<file path="config.mk">
export PLATFORM = sky130hd
export DESIGN_NAME = i2c_xfer_seq
export DESIGN_NICKNAME = d
export VERILOG_FILES = /design/src/rtl/i2c_xfer_seq.sv
export SDC_FILE = /design/constraint.sdc
export NUM_CORES = 1
export LEC_CHECK = 0
export BUFFER_PORTS_ARGS = -buffer_cell sky130_fd_sc_hd__clkbuf_2
export CORE_MARGIN = 2
export CORE_UTILIZATION = 58
export CTS_BUF_LIST = sky130_fd_sc_hd__clkbuf_8
export CTS_CLUSTER_DIAMETER = 120
export DETAILED_ROUTE_END_ITERATION = 8
export PLACE_DENSITY = 0.88
export SYNTH_ARGS = -nofsm -noshare
export SYNTH_HDL_FRONTEND = slang
export SYNTH_SLANG_ARGS = --single-unit
</file>
<file path="constraint.sdc">
create_clock -name clk -period 6.8 [get_ports clk]
set_clock_uncertainty 0.2 [all_clocks]
set_input_delay 0.68 -clock clk [delete_from_list [all_inputs] [get_ports clk]]
set_output_delay 0.68 -clock clk [all_outputs]
set_load 0.005 [all_outputs]
</file>
<file path="src/rtl/i2c_xfer_seq.sv">
// Register-level I2C transfer sequencer: turns write/read requests into APB
// accesses on an OpenCores-style I2C master (prescale, control, data, cmd/status).
module i2c_xfer_seq #(
  parameter int REG_PRERLO = 0,
  parameter int REG_PRERHI = 1,
  parameter int REG_CTR    = 2,
  parameter int REG_DR     = 3,
  parameter int REG_CMDSR  = 4,
  parameter int POLL_MAX   = 4095
) (
  input  logic        clk,
  input  logic        nreset,
  input  logic [15:0] cfg_prescale,
  input  logic        req_valid,
  output logic        req_ready,
  input  logic        req_write,
  input  logic [6:0]  req_dev,
  input  logic [7:0]  req_reg,
  input  logic [7:0]  req_wdata,
  output logic        rsp_valid,
  output logic [7:0]  rsp_rdata,
  output logic [1:0]  rsp_err,
  output logic [7:0]  m_paddr,
  output logic        m_psel,
  output logic        m_penable,
  output logic        m_pwrite,
  output logic [31:0] m_pwdata,
  input  logic [31:0] m_prdata,
  input  logic        m_pready,
  output logic [3:0]  dbg_state
);

  typedef enum logic [3:0] {
    S_INIT, S_IDLE, S_SET_DR, S_SET_CMD, S_POLL, S_CHECK, S_STOP_ON_NACK, S_RD_DR, S_RESP
  } state_e;
  typedef enum logic [1:0] {AP_IDLE, AP_SETUP, AP_ACCESS} ap_e;

  localparam int PW = $clog2(POLL_MAX + 1);
  localparam logic [7:0] A_PRERLO = 8'(REG_PRERLO * 4);
  localparam logic [7:0] A_PRERHI = 8'(REG_PRERHI * 4);
  localparam logic [7:0] A_CTR    = 8'(REG_CTR * 4);
  localparam logic [7:0] A_DR     = 8'(REG_DR * 4);
  localparam logic [7:0] A_CMDSR  = 8'(REG_CMDSR * 4);

  state_e        state_q;
  ap_e           ap_q;
  logic [1:0]    idx_q, init_q;
  logic [PW-1:0] poll_q;
  logic          wr_q, stop_q, pend_q;
  logic [6:0]    dev_q;
  logic [7:0]    reg_q, wdata_q;
  logic          sr_al_q, sr_tip_q, sr_rxack_q;
  logic          ready_q, valid_q, psel_q, penable_q, pwrite_q;
  logic [7:0]    rdata_q, paddr_q;
  logic [1:0]    err_q;
  logic [31:0]   pwdata_q;

  logic          launch;
  state_e        tgt_st;
  logic [1:0]    tgt_idx, tgt_init, last_idx;
  logic          cur_wr, x_write;
  logic [7:0]    x_addr, x_data;
  logic          unused_prdata;

  assign unused_prdata = ^m_prdata[31:8];
  assign last_idx = wr_q ? 2'd2 : 2'd3;
  // Only the fourth read byte (RD command) has no WR bit, so no RXACK to check.
  assign cur_wr = (idx_q != 2'd3);

  function automatic logic [7:0] byte_dat(input logic [1:0] i, input logic w,
                                          input logic [6:0] d, input logic [7:0] r,
                                          input logic [7:0] wd);
    case (i)
      2'd0:    byte_dat = {d, 1'b0};
      2'd1:    byte_dat = r;
      2'd2:    byte_dat = w ? wd : {d, 1'b1};
      default: byte_dat = 8'h00;
    endcase
  endfunction

  function automatic logic [7:0] byte_cmd(input logic [1:0] i, input logic w);
    case (i)
      2'd0:    byte_cmd = 8'h91;
      2'd1:    byte_cmd = 8'h11;
      2'd2:    byte_cmd = w ? 8'h51 : 8'h91;
      default: byte_cmd = 8'h69;
    endcase
  endfunction

  // Decide the next APB access during the single idle cycle after the previous one.
  always_comb begin
    launch   = 1'b0;
    tgt_st   = state_q;
    tgt_idx  = idx_q;
    tgt_init = init_q;
    if (ap_q == AP_IDLE) begin
      case (state_q)
        S_INIT, S_SET_DR, S_SET_CMD, S_POLL, S_STOP_ON_NACK, S_RD_DR: launch = 1'b1;
        S_CHECK: begin
          if (!sr_al_q) begin
            if (sr_tip_q) begin
              launch = 1'b1;
              if (poll_q >= PW'(POLL_MAX)) begin
                tgt_st   = S_INIT;
                tgt_init = 2'd0;
              end else begin
                tgt_st = S_POLL;
              end
            end else if (!stop_q) begin
              if (cur_wr && sr_rxack_q) begin
                launch = 1'b1;
                tgt_st = S_STOP_ON_NACK;
              end else if (idx_q == last_idx) begin
                launch = !wr_q;
                tgt_st = wr_q ? S_CHECK : S_RD_DR;
              end else begin
                launch  = 1'b1;
                tgt_idx = idx_q + 2'd1;
                tgt_st  = (tgt_idx == 2'd3) ? S_SET_CMD : S_SET_DR;
              end
            end
          end
        end
        default: ;
      endcase
    end

    x_write = 1'b1;
    x_addr  = A_CTR;
    x_data  = 8'h00;
    case (tgt_st)
      S_INIT: begin
        case (tgt_init)
          2'd0:    begin x_addr = A_CTR;    x_data = 8'h00;              end
          2'd1:    begin x_addr = A_PRERLO; x_data = cfg_prescale[7:0];  end
          2'd2:    begin x_addr = A_PRERHI; x_data = cfg_prescale[15:8]; end
          default: begin x_addr = A_CTR;    x_data = 8'h80;              end
        endcase
      end
      S_SET_DR:       begin x_addr = A_DR;    x_data = byte_dat(tgt_idx, wr_q, dev_q, reg_q, wdata_q); end
      S_SET_CMD:      begin x_addr = A_CMDSR; x_data = byte_cmd(tgt_idx, wr_q); end
      S_STOP_ON_NACK: begin x_addr = A_CMDSR; x_data = 8'h41; end
      S_POLL:         begin x_addr = A_CMDSR; x_write = 1'b0; end
      S_RD_DR:        begin x_addr = A_DR;    x_write = 1'b0; end
      default: ;
    endcase
  end

  always_ff @(posedge clk or negedge nreset) begin
    if (!nreset) begin
      state_q <= S_INIT;   ap_q <= AP_IDLE;
      idx_q <= 2'd0;       init_q <= 2'd1;     poll_q <= '0;
      wr_q <= 1'b0;        stop_q <= 1'b0;     pend_q <= 1'b0;
      dev_q <= 7'd0;       reg_q <= 8'd0;      wdata_q <= 8'd0;
      sr_al_q <= 1'b0;     sr_tip_q <= 1'b0;   sr_rxack_q <= 1'b0;
      ready_q <= 1'b0;     valid_q <= 1'b0;    rdata_q <= 8'd0;  err_q <= 2'd0;
      psel_q <= 1'b0;      penable_q <= 1'b0;  pwrite_q <= 1'b0;
      paddr_q <= 8'd0;     pwdata_q <= 32'd0;
    end else begin
      valid_q <= 1'b0;
      case (ap_q)
        AP_SETUP: begin
          penable_q <= 1'b1;
          ap_q      <= AP_ACCESS;
        end
        AP_ACCESS: begin
          if (m_pready) begin
            psel_q    <= 1'b0;
            penable_q <= 1'b0;
            ap_q      <= AP_IDLE;
            case (state_q)
              S_INIT: begin
                if (init_q == 2'd3) begin
                  if (pend_q) begin
                    pend_q  <= 1'b0;
                    err_q   <= 2'd3;
                    rdata_q <= 8'd0;
                    valid_q <= 1'b1;
                    state_q <= S_RESP;
                  end else begin
                    ready_q <= 1'b1;
                    state_q <= S_IDLE;
                  end
                end else begin
                  init_q <= init_q + 2'd1;
                end
              end
              S_SET_DR:       state_q <= S_SET_CMD;
              S_SET_CMD:      begin state_q <= S_POLL; poll_q <= '0; end
              S_STOP_ON_NACK: begin state_q <= S_POLL; poll_q <= '0; stop_q <= 1'b1; end
              S_POLL: begin
                sr_rxack_q <= m_prdata[7];
                sr_al_q    <= m_prdata[5];
                sr_tip_q   <= m_prdata[1];
                poll_q     <= poll_q + 1'b1;
                state_q    <= S_CHECK;
              end
              S_RD_DR: begin
                rdata_q <= m_prdata[7:0];
                err_q   <= 2'd0;
                valid_q <= 1'b1;
                state_q <= S_RESP;
              end
              default: ;
            endcase
          end
        end
        default: begin
          if (launch) begin
            state_q   <= tgt_st;
            idx_q     <= tgt_idx;
            init_q    <= tgt_init;
            ap_q      <= AP_SETUP;
            psel_q    <= 1'b1;
            pwrite_q  <= x_write;
            paddr_q   <= x_addr;
            pwdata_q  <= {24'd0, x_data};
            if (state_q == S_CHECK && tgt_st == S_INIT) pend_q <= 1'b1;
          end else begin
            case (state_q)
              S_IDLE: begin
                if (req_valid && ready_q) begin
                  wr_q    <= req_write;
                  dev_q   <= req_dev;
                  reg_q   <= req_reg;
                  wdata_q <= req_wdata;
                  idx_q   <= 2'd0;
                  stop_q  <= 1'b0;
                  ready_q <= 1'b0;
                  state_q <= S_SET_DR;
                end
              end
              S_CHECK: begin
                err_q   <= sr_al_q ? 2'd2 : (stop_q ? 2'd1 : 2'd0);
                rdata_q <= 8'd0;
                valid_q <= 1'b1;
                state_q <= S_RESP;
              end
              S_RESP: begin
                ready_q <= 1'b1;
                state_q <= S_IDLE;
              end
              default: ;
            endcase
          end
        end
      endcase
    end
  end

  assign req_ready = ready_q;
  assign rsp_valid = valid_q;
  assign rsp_rdata = rdata_q;
  assign rsp_err   = err_q;
  assign m_psel    = psel_q;
  assign m_penable = penable_q;
  assign m_pwrite  = pwrite_q;
  assign m_paddr   = paddr_q;
  assign m_pwdata  = pwdata_q;
  assign dbg_state = state_q;

endmodule

</file>
; ---- After elaboration in Yosys (flattened, before gate mapping)
; Cells that the tools add are included.
; W data, S select, Z words.
[totals]
reg_bits = 82
inputBits = 76
out_inout_bits = 59
[classes]
addsub = 3
n_lt_le_gt_ge = 1
eq_ne = 36
mux = 105
n_bitwise = 3
n_reduce_logical = 41
[op_table]
columns = cell, count
row1 = $pmux W8 S3, 3
row2 = $mux W2, 28
row3 = $mux W8, 7
row4 = $mux W4, 10
row5 = $mux W1, 32
row6 = $pmux W8 S2, 2
row7 = $pmux W8 S4, 1
row8 = $eq A4 B3 Y1 const B, 7
row9 = $pmux W12 S2, 1
row10 = $pmux W4 S5, 1
row11 = $pmux W1 S2, 9
row12 = $reduce_and A6 Y1, 3
row13 = $reduce_bool A2 Y1, 9
row14 = $eq A4 B2 Y1 const B, 4
row15 = $pmux W2 S2, 4
row16 = $pmux W4 S2, 2
row17 = $pmux W5 S3, 1
row18 = $add A12 B1 Y12 const B, 1
row19 = $ge A12 B12 Y1 const B, 1
row20 = $pmux W4 S3, 1
row21 = $reduce_and A3 Y1, 4
row22 = $eq A2 B2 Y1 const B, 5
row23 = $ne A2 B2 Y1 const B, 5
row24 = $mux W3, 3
row25 = 26 further kinds, 45

; ---- Logic depth before layout (Yosys ltp)
; Gate-level depths: netlist of run 1.
[depth]
word_depth = 15
mapped_depth = 13
mapped_depth_nobuf = 12

; ---- Worst setup path before layout of run 1
; Ideal clock, no wire load.
[synth_timing]
path_kind = flip-flop to flip-flop
start = reg ap_q[0]
end = reg pwdata_q[7], in the netlist m_pwdata[7]
setup_ns = 0.121
arrival_ns = 2.777
required_ns = 6.479
path_slack_ns = 3.701
stages_incl_launch_ff = 13
synth_period_minus_slack_ns = 3.099
cell_sequence = dfrtp_1 -> inv_1 -> ha_1 -> and4bb_2 -> nand2b_1 -> or4_4 -> and2_1 -> ha_1 -> buf_1 -> a221oi_1 -> nor3_1 -> a22o_1 -> o22a_1
[synth_between]
elab_chain_cells = 5
elab_cells_between_ends = 24
[synth_rtl]
columns = element, line_no
row1 = from (decl), 46  ; ap_e ap_q;
row2 = from (signal assigned), 151  ; state_q <= S_INIT; ap_q <= AP_IDLE;
row3 = from (signal assigned), 164  ; ap_q <= AP_ACCESS;
row4 = from (signal assigned), 170  ; ap_q <= AP_IDLE;
row5 = $logic_not A2 Y1, 96  ; if (ap_q == AP_IDLE) begin
row6 = $mux W2, 96
row7 = "$eq A2 B2 Y1, or another cell as far along", "73, 82"
row8 = $pmux W8 S3 (on tied branches), "82, 133, 73"
row9 = $pmux W8 S4, 131  ; case (tgt_st)
row10 = to (signal assigned), 217  ; pwdata_q <= {24'd0, x_data};
row11 = to (decl), 56  ; logic [31:0] pwdata_q;
; Parallel ways exist; a longest one is shown, timed or not.
; A chain may end at the register's enable or synchronous reset.

; ---- Final worst setup path of run 1
[layout_timing]
start = reg state_q[1], in the netlist dbg_state[1]
end = reg pwdata_q[6], in the netlist m_pwdata[6]
[layout_between]
elab_chain_cells = 7
elab_cells_between_ends = 34
[layout_rtl]
columns = element, line_no
row1 = from (decl), 45  ; state_e state_q;
row2 = from (signal assigned), 210  ; state_q <= tgt_st;
row3 = $mux W4, 109  ; end else if (!stop_q) begin
row4 = $mux W4, 101  ; if (sr_tip_q) begin
row5 = $mux W4, 100  ; if (!sr_al_q) begin
row6 = $mux W4, 97  ; case (state_q)
row7 = $mux W4, 96
row8 = "$eq A4 B3 Y1, or another cell as far along", 131
row9 = $pmux W8 S4, 131
; Parallel ways exist; a longest one is shown, timed or not.

==> results of run 1 <==
layer usage:
layer | vias to the layer above | wire length [um] | share of wire, %
met4 | 0 | 311 | 2.7
met5 | - | 0 | 0
met2 | 187 | 5600 | 49
li1 | 1906 | - | -
met1 | 1986 | 4750 | 42
met3 | 37 | 786 | 6.9
cell usage in the layout (no fill, tap or decap), types with 5 or more instances in the layout:
cell,n
o21ai_1,19
a32oi_1,5
clkbuf_8,9
dfrtp_1,76
and3_1,5
a31oi_1,5
a21oi_1,18
o21ai_0,35
nand4_1,6
nand2_1,68
a22o_1,14
nand2b_1,7
nand3_1,8
and2_1,5
ha_1,11
nor2_1,23
mux2_2,23
a22oi_1,5
conb_1,29
inv_1,16
or3_1,5
clkbuf_2,80
nor3_1,10
logic make-up after synthesis:
logic type | count (synthesis) | synth area share (%)
AOI/OAI and AO/OA | 143 | 20.4
xor gates and xnor gates | 5 | 0.926
adders and majority gates | 11 | 2.91
buffers and inverters | 74 | 8.71
DFF | 77 | 40.8
muxes | 31 | 7.28
other | 1 | 0.0793
and+or+nand+nor | 165 | 19.0
registers in the layout (all words and copies together) (netlist names), 2 cells and up:
name and flops:
poll_q 12, reg_q 8, wdata_q 8, dbg_state 4, idx_q 2, dev_q 7, init_q 2, rsp_rdata 8
rsp_err 2, m_paddr 3, ap_q 2, m_pwdata 8
area by class of cell:
| class | count | area [um2] |
|---|---|---|
| clock buffer | 9 | 124 |
| clock inverter | 7 | 105 |
| timing repair buffer | 82 | 415 |
| multi-input combinational | 384 | 2500 |
| tap | 102 | 128 |
| fill | 619 | 2550 |
| inverter | 16 | 60.1 |
| sequential | 77 | 1930 |
report_power, final:
part           internal (mW)  total [mW]  switching (mW)  leakage (nW)
logic                  0.401       0.942           0.541          1.33
clock network          0.213       0.405           0.193         0.112
registers              0.610       0.768           0.158         0.986
metrics by stage:
step	hold WS (ns)	area (um2)	util, %	worst slack [ns]	instances
floorplan	0.184	4830	-	3.70	535
global placement	0.265	5030	64.5	3.25	661
detailed placement	0.272	5030	64.5	3.20	661
CTS	0.296	5260	67.4	3.13	677
global route	0.312	5260	67.4	2.84	677
finish	0.268	5260	67.4	3.07	677
worst max path at each step:
stage                      start     endpoint
CTS                 dbg_state[1]  m_pwdata[6]
finish              dbg_state[1]  m_pwdata[6]
global placement    dbg_state[1]  m_pwdata[6]
global route        dbg_state[1]  m_pwdata[6]
floorplan                ap_q[0]  m_pwdata[7]
detailed placement  dbg_state[1]  m_pwdata[6]
==> key figures, run 1 <==
Status
  • Status: finished, final reports clean

Yosys
  • Ys async rst share: 100%
  • Syn Inst Count: 507
  • EDFF count, synth: 0
  • Post-synth top area share: 40.2%
  • Commonest cells post-synth: dfrtp_1, nand2_1, o21ai_0
  • Netlist cell types: 75
  • Synth Flop Type: dfrtp_1
  • Flops & latches, synth: 77
  • Count leader, synth: dfrtp_1
  • Dominant cell type by area after synthesis: dfrtp_1
  • Largest cells by area after synthesis: dfrtp_1, mux2_2, nand2_1
  • Synth Cell Area: 4730 um2
  • Yosys warnings: 0
  • Avg Synthesized Cell Area: 9.32 um2
  • Sequential-to-total area share from yosys stat: 40.8%

Detailed routing
  • DRT Pass-1 Iters: 6
  • DRC: 0
  • Routed wire length: 11500 um
  • Post-DR wirelength/cell: 16.9 um
  • Initial drt markers: 324
  • ANT nets after route: 0
  • Drt via density: 6.08
  • Vias: 4116

Cells and area
  • ANT cells: 0
  • Layout area overhead: 11.3%
  • Share of cells above drive strength 1: 25.0%
  • Final nets: 657

GRT
  • GR Util met1: 36.2%
  • Grt total ovfl: 0
  • Total GRT Usage: 26.5%
  • Number of antenna violations at the first check in global routing: 0
  • GRT met3 Usage: 5.14%
  • Pin count of the biggest net entering global routing: 78
  • First-pass GRT wire length: 18500 um
  • GRT busiest layer: met2
  • Vias in the first global route: 3743
  • GR Util met2: 42.3%

Worst setup path
  • Reg2reg path depth: 9
  • CP startpoint kind: flip-flop
  • Delay-heaviest family, CP: simple AND/OR/NAND/NOR gates
  • Cell count along the critical path: 9
  • CP endpoint kind: flip-flop
  • Crit path top cell by count: nand2b_1
  • Critical path data arrival time: 3.83 ns
  • CP Cell Sequence: nand2b_1, nand2b_1, or4_4, and2_1, ha_1, or3_1, nor3_2, a22o_1, o22a_1
  • Buffer and inverter count on the worst path: 0
  • Launch point of the worst reg-to-reg path: dbg_state[1]
  • Worst-path fanout max: 19
  • Crit path largest cell delay: 0.64 ns
  • WS Path Type: reg2reg
  • Reg2reg end: m_pwdata[6]
  • Critical Path RT: 6.90 ns
  • Crit-path slowest cell: dfrtp_1
  • Worst reg-to-reg setup slack: 3.07 ns

Die
  • IO Pins: 135
  • Die H: 94.3 um
  • FP Rows: 32
  • Core area: 7810 um2
  • Initial core utilization: 60.5%
  • Horiz. Die Dim: 94.3 um
  • Die ar.: 8890 um2

Timing
  • Fmax: 268 MHz
  • RSZ-0062 raised after global routing: no
  • Slew @ Worst Pin: 0.960 ns
  • Tmin final: 3.73 ns
  • Final Setup Violations: 0
  • Total Neg Setup Slack: 0 ns
  • Final hold violation count: 0
  • Worst slew margin: 36.0%
  • Ratio of final minimum period to clock period: 54.9%
  • Slew Viols, Final: 0

CTS
  • CTS Hold Bufs: 0
  • CTS root buffer: clkbuf_8
  • Worst-Skew Late Latency: 0.36 ns
  • Post-CTS Setup Inserts: 0
  • CTS tree: done
  • CTS Buffer Depth: 2
  • Clk sinks: 77
  • H-tree depth: 3
  • Clock slew at reported path FFs: 0.09 ns
  • Inserted Clock Buffers: 9
  • PostCTS Resize Cnt: 0

Placed design
  • IO Port Bufs: 81
  • Dpl hpwl: 7960 um
  • Routability cong.: 0.921

Job
  • Max-cap check violation count: 0

Hold path
  • Worst Hold Class: in2async

Power and ir drop
  • Power, Total: 2.11 mW
  • Worst IR Drop VDD: 186 uV
  • Pwr dens: 402 nW/um2
  • Leakage dissipation: 2.43 nW
(Power assumes the default switching activity.)
==> run 2: changes to the inputs <==
--- a/config.mk
+++ b/config.mk
@@ -5,13 +5,14 @@
 export SDC_FILE = /design/constraint.sdc
 export NUM_CORES = 1
 export LEC_CHECK = 0
+export ABC_AREA = 1
 export BUFFER_PORTS_ARGS = -buffer_cell sky130_fd_sc_hd__clkbuf_2
 export CORE_MARGIN = 2
-export CORE_UTILIZATION = 58
+export CORE_UTILIZATION = 54
 export CTS_BUF_LIST = sky130_fd_sc_hd__clkbuf_8
 export CTS_CLUSTER_DIAMETER = 120
 export DETAILED_ROUTE_END_ITERATION = 8
-export PLACE_DENSITY = 0.88
+export PLACE_DENSITY = 0.82
 export SYNTH_ARGS = -nofsm -noshare
 export SYNTH_HDL_FRONTEND = slang
 export SYNTH_SLANG_ARGS = --single-unit
==> constraint.sdc (replaced) <==
create_clock -name clk -period 3.45 [get_ports clk]
set_clock_uncertainty 0.2 [all_clocks]
set_input_delay 0.345 -clock clk [delete_from_list [all_inputs] [get_ports clk]]
set_output_delay 0.345 -clock clk [all_outputs]
set_load 0.005 [all_outputs]
==> run 2 against run 1 <==
Compared with the run above:
- final cell count up 19%
- largest power group unchanged
- critical endpoint unchanged
- via count up 2.9%
- critical path type unchanged
- clock-buffer cell count unchanged
- critical path depth up 10
==> key figures, run 2 <==
Status
  • Status: finished, final reports clean

Placed design
  • Placed Area: 5140 um2
  • Routability cong.: 0.918
  • Placed Cells incl. Taps: 790
  • IO Port Bufs: 81
  • Dpl hpwl: 8060 um

Timing
  • Slew @ Worst Pin: 0.950 ns
  • Total Neg Setup Slack: 0 ns
  • Tmin final: 2.85 ns
  • WHS: 0.00435 ns
  • Slew Viols, Final: 0
  • RSZ-0062 raised after global routing: no
  • Fmax: 350 MHz
  • Final Setup Violations: 0
  • Final hold violation count: 0
  • Worst slew margin: 36.7%
  • Ratio of final minimum period to clock period: 82.7%

Cells and area
  • Final nets: 781
  • Fillers: 777
  • Layout area overhead: 12.4%
  • Leading cell type in the layout, fill and taps excluded: nand2_1
  • Largest reg by FF count: poll_q
  • Post-route cell area: 5340 um2
  • Commonest cells after routing, fill and taps aside: nand2_1, clkbuf_2, dfrtp_1, inv_1, nor2_1
  • Share of cells above drive strength 1: 24.3%
  • ANT cells: 0
  • Max reg flops: 12
  • Finished Layout Cells: 807

Yosys
  • Synth Cell Area: 4750 um2
  • Largest cells by area after synthesis: dfrtp_1, nand2_1, inv_1
  • Netlist cell types: 44
  • Ys async rst share: 100%
  • Commonest cells post-synth: nand2_1, dfrtp_1, inv_1
  • Avg Synthesized Cell Area: 7.76 um2
  • Sequential-to-total area share from yosys stat: 40.6%
  • Yosys warnings: 0
  • Synth Flop Type: dfrtp_1
  • Flops & latches, synth: 77
  • Syn Inst Count: 612
  • EDFF count, synth: 0
  • Post-synth top area share: 40.0%
  • Count leader, synth: nand2_1
  • Dominant cell type by area after synthesis: dfrtp_1

Die
  • Die H: 97.8 um
  • Initial core utilization: 55.0%
  • IO Pins: 135
  • Core area: 8640 um2
  • Horiz. Die Dim: 97.8 um
  • FP Rows: 34
  • Die ar.: 9570 um2

Detailed routing
  • Drt via density: 5.25
  • Post-DR wirelength/cell: 13.2 um
  • DRC: 0
  • DRT Pass-1 Iters: 5
  • Routed wire length: 10600 um
  • Initial drt markers: 169
  • Vias: 4236
  • ANT nets after route: 0

GRT
  • First-pass GRT wire length: 18200 um
  • Number of antenna violations at the first check in global routing: 0
  • Total GRT Usage: 22.9%
  • Pin count of the biggest net entering global routing: 78
  • Vias in the first global route: 4134
  • Grt total ovfl: 0

Power and ir drop
  • Pwr dens: 780 nW/um2
  • Worst IR Drop VDD: 322 uV
  • Leakage dissipation: 2.82 nW
  • Power, Total: 4.17 mW

Worst setup path
  • CP startpoint kind: flip-flop
  • Critical Path RT: 3.55 ns
  • Critical path data arrival time: 2.96 ns
  • WS Path Type: reg2reg
  • CP endpoint kind: flip-flop
  • Worst-path fanout max: 8

CTS
  • PostCTS Resize Cnt: 0
  • Clock slew at reported path FFs: 0.09 ns
  • CTS Buffer Depth: 2
  • Clk sinks: 77
  • Inserted Clock Buffers: 9
  • H-tree depth: 3
  • CTS root buffer: clkbuf_8
  • Worst-Skew Late Latency: 0.37 ns
  • CTS tree: done

Hold path
  • Worst Hold Class: in2reg

Job
  • Max-cap check violation count: 0
[run 2: cell types whose count changed in the layout (fill, tap and decap cells not counted), moves of 9 or more]
cell / change
a22o_1: -9
inv_1: +52
inv_2: +9
nand2_1: +72
nand2_2: +11
nand3_1: +37
nor2_1: +33
o21ai_1: -15
[run 2: cell type report]
class                      instances  area (um2)  area share (%)
tap                              108         135            2.53
timing repair buffer              86         448            8.39
clock buffer                       9         124            2.32
inverter                          78         293            5.48
sequential                        77        1930            36.1
clock inverter                     7        68.8            1.29
multi-input combinational        442        2340            43.9
[run 2: logic make-up (layout without fill, tap and decap cells)]
group,after synthesis,count (layout),share of synthesized area (%)
flip-flops,77,77,40.6
XOR/XNOR,1,1,0.184
adder cells (fa/ha/maj),11,11,2.90
multiplexers,16,16,3.79
buffers and inverters,121,180,12.3
AND/OR/NAND/NOR,289,289,27.8
AO/OA/AOI/OAI,96,96,12.3
other,1,29,0.0789
[run 2: metrics by stage]
step                      util, %  worst slack (ns)
after floorplan                 -             0.971
after global placement       59.5             0.689
after detailed placement     59.5             0.637
after CTS                    61.8             0.598
after global routing         61.8             0.239
final                        61.8             0.596
[run 2: final timing paths]
kind | start | endpoint | slack [ns] | cells past startpoint
max in group asynchronous | nreset | dbg_state[1] | 1.97 | 2
min reg2reg | poll_q[6] | poll_q[6] | 0.29 | 1
max | ap_q[1] | m_pwdata[6] | 0.60 | 19
min in group asynchronous | nreset | rsp_rdata[3] | 0.48 | 2
min | m_prdata[2] | rsp_rdata[2] | 0.004 | 3
max reg2reg | ap_q[1] | m_pwdata[6] | 0.60 | 19
[run 2: routing by layer]
metal  global-route usage (%)  vias to the layer above  part of all wire (%)  wire [um]
met1                     29.8                     1984                    44       4690
met3                     3.87                       25                   4.2        445
met5                        0                        -                     0          0
met2                     39.0                      133                    50       5270
met4                     8.12                        0                   2.1        226
li1                         -                     2094                     -          -
[run 2: power by group]
group / internal, mW / switching (mW)
combinational: 0.735 / 1.31
clock: 0.277 / 0.384
sequential: 1.22 / 0.240
total: 2.24 / 1.93
[run 2: timing repair]
item / CTS / global route
setup endpoints to repair: 0 / 0
hold buffers: 1 / 0
endpoints found under the hold margin: 76 / 0
setup buffers: 0 / 0
[run 2: worst max-delay path, cell delays in order (launching register included)]
cell and delay, ns:
dfrtp_1 0.40, inv_1 0.11, ha_1 0.20, inv_1 0.05
nor2_1 0.24, inv_1 0.13, nor2_4 0.16, nand3_2 0.13
inv_1 0.10, nor2_1 0.08, inv_1 0.09, ha_1 0.31
nand2_1 0.09, a21oi_1 0.17, nand3_1 0.11, nand2_1 0.07
inv_1 0.04, nand3_1 0.05, nand2_1 0.05, inv_1 0.05
